`src/rtl/score_bcd_display.sv`:
```
// Binary score to six-digit BCD converter (sequential double-dabble, one bit per clock)
// driving six active-low 7-segment displays; outputs change only on completed conversions.
module score_bcd_display #(
    parameter int SCORE_W       = 24,
    parameter int SAT_MAX       = 999999,
    parameter int BLANK_LEADING = 1
) (
    input  logic               clock,
    input  logic               reset_n,
    input  logic [SCORE_W-1:0] score,
    output logic [23:0]        bcd_out,
    output logic               busy,
    output logic               overflow,
    output logic [6:0]         hex0,
    output logic [6:0]         hex1,
    output logic [6:0]         hex2,
    output logic [6:0]         hex3,
    output logic [6:0]         hex4,
    output logic [6:0]         hex5
);

    localparam int                 CNT_W     = $clog2(SCORE_W);
    localparam logic [SCORE_W-1:0] SAT_VAL   = SCORE_W'(SAT_MAX);
    localparam logic [CNT_W-1:0]   LAST_STEP = CNT_W'(SCORE_W - 1);

    typedef enum logic [1:0] {IDLE, SHIFT, LATCH} state_t;

    state_t             state_q, state_d;
    logic [SCORE_W-1:0] last_score_q, last_score_d;
    logic [SCORE_W-1:0] bin_q, bin_d;
    logic [23:0]        digits_q, digits_d;
    logic [CNT_W-1:0]   count_q, count_d;
    logic               sat_q, sat_d;
    logic               busy_q, busy_d;
    logic               overflow_q, overflow_d;
    logic [23:0]        bcd_q, bcd_d;
    logic [23:0]        adj;

    always_comb begin
        state_d      = state_q;
        last_score_d = last_score_q;
        bin_d        = bin_q;
        digits_d     = digits_q;
        count_d      = count_q;
        sat_d        = sat_q;
        busy_d       = busy_q;
        overflow_d   = overflow_q;
        bcd_d        = bcd_q;
        adj          = '0;

        for (int i = 0; i < 6; i++) begin
            adj[4*i +: 4] = (digits_q[4*i +: 4] >= 4'd5) ? digits_q[4*i +: 4] + 4'd3
                                                         : digits_q[4*i +: 4];
        end

        case (state_q)
            IDLE: begin
                if (score != last_score_q) begin
                    last_score_d = score;
                    sat_d        = (score > SAT_VAL);
                    bin_d        = (score > SAT_VAL) ? SAT_VAL : score;
                    digits_d     = '0;
                    count_d      = '0;
                    busy_d       = 1'b1;
                    state_d      = SHIFT;
                end
            end
            SHIFT: begin
                {digits_d, bin_d} = {adj, bin_q} << 1;
                count_d = count_q + 1'b1;
                if (count_q == LAST_STEP) begin
                    state_d = LATCH;
                end
            end
            LATCH: begin
                bcd_d      = digits_q;
                overflow_d = sat_q;
                busy_d     = 1'b0;
                state_d    = IDLE;
            end
            default: state_d = IDLE;
        endcase
    end

    always_ff @(posedge clock) begin
        if (!reset_n) begin
            state_q      <= IDLE;
            last_score_q <= '0;
            bin_q        <= '0;
            digits_q     <= '0;
            count_q      <= '0;
            sat_q        <= 1'b0;
            busy_q       <= 1'b0;
            overflow_q   <= 1'b0;
            bcd_q        <= '0;
        end else begin
            state_q      <= state_d;
            last_score_q <= last_score_d;
            bin_q        <= bin_d;
            digits_q     <= digits_d;
            count_q      <= count_d;
            sat_q        <= sat_d;
            busy_q       <= busy_d;
            overflow_q   <= overflow_d;
            bcd_q        <= bcd_d;
        end
    end

    function automatic logic [6:0] seg7(input logic [3:0] d);
        case (d)
            4'd0:    seg7 = 7'b1000000;
            4'd1:    seg7 = 7'b1111001;
            4'd2:    seg7 = 7'b0100100;
            4'd3:    seg7 = 7'b0110000;
            4'd4:    seg7 = 7'b0011001;
            4'd5:    seg7 = 7'b0010010;
            4'd6:    seg7 = 7'b0000010;
            4'd7:    seg7 = 7'b1111000;
            4'd8:    seg7 = 7'b0000000;
            4'd9:    seg7 = 7'b0010000;
            default: seg7 = 7'b1111111;
        endcase
    endfunction

    logic [6:0] seg [6];
    logic       upper_zero;

    // Walk from the top digit down so each digit knows whether everything above it is zero.
    always_comb begin
        upper_zero = 1'b1;
        for (int k = 5; k >= 0; k--) begin
            upper_zero = upper_zero && (bcd_q[4*k +: 4] == 4'd0);
            if ((BLANK_LEADING != 0) && (k != 0) && upper_zero) begin
                seg[k] = 7'b1111111;
            end else begin
                seg[k] = seg7(bcd_q[4*k +: 4]);
            end
        end
    end

    assign bcd_out  = bcd_q;
    assign busy     = busy_q;
    assign overflow = overflow_q;
    assign hex0     = seg[0];
    assign hex1     = seg[1];
    assign hex2     = seg[2];
    assign hex3     = seg[3];
    assign hex4     = seg[4];
    assign hex5     = seg[5];

endmodule

```
`config.mk`:
```
export PLATFORM = sky130hd
export DESIGN_NAME = score_bcd_display
export DESIGN_NICKNAME = d
export VERILOG_FILES = /design/src/rtl/score_bcd_display.sv
export SDC_FILE = /design/constraint.sdc
export NUM_CORES = 1
export LEC_CHECK = 0
export BUFFER_PORTS_ARGS = -buffer_cell sky130_fd_sc_hd__buf_2
export CAP_MARGIN = 30
export CORE_ASPECT_RATIO = 0.75
export CORE_MARGIN = 2
export CORE_UTILIZATION = 60
export CTS_BUF_LIST = sky130_fd_sc_hd__clkbuf_8
export DETAILED_ROUTE_END_ITERATION = 12
export GPL_TIMING_DRIVEN = 1
export PLACE_DENSITY = 0.81
export SKIP_LAST_GASP = 1
export SLEW_MARGIN = 30
export SYNTH_ARGS = -nofsm -noshare
export SYNTH_HDL_FRONTEND = slang
export SYNTH_SLANG_ARGS = --single-unit
```
`constraint.sdc`:
```
create_clock -name clock -period 2.67 [get_ports clock]
set_input_delay 0.534 -clock clock [delete_from_list [all_inputs] [get_ports clock]]
set_output_delay 0.534 -clock clock [all_outputs]
set_load 0.01 [all_outputs]
```
==> run_results.csv <==
group,metric,value,unit
sta,tns,0,ps
grt,grt_pass1_vias,5676,
sta,fin_crit,2470,ps
placement,gp_congestion,0.906,
routing,route.detailed.drc,0,
sta,fin_crit_sh,0.923,
critical_path,crit_family,"simple AND/OR/NAND/NOR gates",
power_and_ir_drop,ir_worst_vdd,0.327,mV
synthesis,ys_types,54,
critical_path,worstSetupEndpointType,"primary output",
routing,num_vias,6099,
cells_and_area,nFillCells,953,
placement,portBuffers,93,
clock_network,numCtsBuffers,17,
critical_path,cp-start-kind,"register",
run,drv_cap,0,
grt,grt_pass1_wl,28.0,mm
grt,antenna_found_initial,0,
cells_and_area,drive_above_1_share,0.205,
critical_path,cp_common_cell,"buf_4",
status,outcome,"finished clean",
synthesis,synthArstFlopShare,0,
cells_and_area,multiInputGateArea,0.00409,mm^2
sta,worst_slew_pin_slew,755,ps
critical_path,slowest_stage,"dfxtp_1",
sta,hold_violations,0,
die,num_io_pins,94,
placement,dp_hpwl,11.8,mm
critical_path,critical_path_buf_inv_count,3,
cells_and_area,mostFrequentLayoutCell,"dfxtp_1",
clock_network,htreeDepth,4,
cells_and_area,seqCellArea,0.00296,mm^2
synthesis,netlist_instances,815,
clock_network,clk_latency,440,ps
clock_network,cts_tree,"yes",
cells_and_area,nNetsFinal,976,
power_and_ir_drop,p_leak,0.00393,uW
synthesis,synth_edf_count,0,
placement,dp_cells,1054,
critical_path,critical_path_required,2140,ps
synthesis,synth_nets,884,
grt,grt_usage,0.259,
critical_path,slowest_delay,340,ps
critical_path,critPathKind,"reg -> out",
min_path,hp-class,"in -> reg",
clock_network,clockBufferDepth,2,
sta,slew_headroom,0.496,
cells_and_area,final_cell_mix,"dfxtp_1 (148), nand2_1 (95), buf_2 (92)",
sta,rsz0062_at_grt,"no",
routing,wl_per_cell,15.4,um
die,fp.dieArea,0.0133,mm^2
routing,drtIter0Drc,582,
grt,grt_overflow,0,
cells_and_area,syn2layout_area_growth,15.0,%
sta,clock-skew-final,13.9,ps
sta,fmax,0.406,GHz
power_and_ir_drop,powerDensity,520,mW/mm^2
die,placementRows,35,
clock_network,post_cts_buffers,0,
routing,wirelength,16.7,mm
synthesis,postSynth.topFlopCell,"dfxtp_1",
critical_path,crit_chain,"nor4_1 -> buf_4 -> nand4_1 -> buf_4 -> nand2b_1 -> buf_2",
synthesis,synth_warnings,0,
sta,finalMaxSlewViolations,0,
sta,setup_viol,0,
cells_and_area,final_cells,1084,
die,die_x,133,um
critical_path,crit_fanout,7,
cells_and_area,postLayoutCellArea,0.00855,mm^2
synthesis,avgSynthCellArea,9.12,um^2
placement,post_dp_cell_area,0.00811,mm^2
grt,grt_max_degree,111,
routing,firstDrtPassIters,5,
critical_path,cp.depth,6,
die,core_area,0.0122,mm^2
routing,final_antenna_net_count,0,
clock_network,clkTransAtPathRegs,80,ps
die,start_util,0.611,
synthesis,syn_area,0.00744,mm^2
die,die_h,100,um
clock_network,cts_root_buf,"clkbuf_8",
synthesis,synth-seq-cells,148,
routing,via_per_inst,5.63,
clock_network,cts.sinks,148,
critical_path,cp.arrival,1930,ps
synthesis,synth_seq_area_share,0.398,
critical_path,ff2ff_path_depth,7,
cells_and_area,antenna_cells,0,
min_path,hold_depth,3,
cells_and_area,post-route-util,0.702,
-- synthesized netlist by cell type (all sizes together), types with 14 or more instances --
master | n | share of area
dfxtp | 148 | 0.40
nand2 | 96 | 0.049
mux2i | 76 | 0.10
a21oi | 54 | 0.036
nand2b | 52 | 0.044
inv | 46 | 0.023
ha | 43 | 0.072
nor2 | 41 | 0.022
o21ai | 38 | 0.026
xor2 | 31 | 0.037
buf | 24 | 0.021
clkbuf | 21 | 0.011
nor3 | 18 | 0.017
nor4 | 14 | 0.015
-- worst reg2reg max path, stage by stage (launching register included) --
cell and delay (ps):
dfxtp_1 320, nand2b_2 140, buf_4 210, mux2i_1 300, nand2b_1 310, inv_1 160
nor3_1 460, a21oi_1 90
-- repair_timing --
| action | CTS | global route |
|---|---|---|
| setup endpoints to repair | 7 | 7 |
| resized for setup | 1 | 3 |
| pin swaps | 0 | 0 |
| hold buffers | 0 | 0 |
-- cells by family (layout without fill, tap and decap cells) --
group,after synthesis,count (layout),share of synthesized area
AND/OR/NAND/NOR,247,247,0.169
AO/OA/AOI/OAI,170,170,0.154
flip-flops,148,148,0.398
buffers and inverters,91,194,0.0550
multiplexers,79,79,0.107
adder cells (fa/ha/maj),43,43,0.0724
XOR/XNOR,37,37,0.0436
-- cell type report --
class,count,area share
multi-input cells,576,0.479
flip-flops and latches,148,0.346
repair buffers,118,0.0811
clock buffers,19,0.0306
well taps,166,0.0243
inverters,46,0.0202
clock inverters,11,0.0187
-- metrics by stage --
| step | worst slack, ps | hold slack [ps] | total power [uW] |
|---|---|---|---|
| after floorplan | 655 | 439 | 2530 |
| final | 205 | 373 | 4450 |
| after detailed placement | 305 | 456 | 2640 |
| after global placement | 353 | 444 | 2640 |
| after CTS | 56.2 | 356 | 4470 |
| after global routing | 62.9 | 365 | 4600 |
-- layer usage --
layer  routed length (um)  global-route usage
met1                 8390               0.378
met2                 7130               0.383
met3                 1030              0.0586
met4                  178              0.0761
met5                    0                   0
-- power by group --
group / switching, uW / internal, uW
Combinational: 191 / 115
Sequential: 35.5 / 2260
Clock: 801 / 1050
-- final timing paths --
| path | startpoint | end | slack [ps] |
|---|---|---|---|
| hold reg to reg | bin_q[18] | bin_q[18] | 470 |
| hold / removal | score[22] | last_score_q[22] | 370 |
| setup reg to reg | state_q[0] | register | 560 |
| setup / recovery | bcd_out[8] | hex2[3] | 200 |
(Power assumes the default switching activity.)
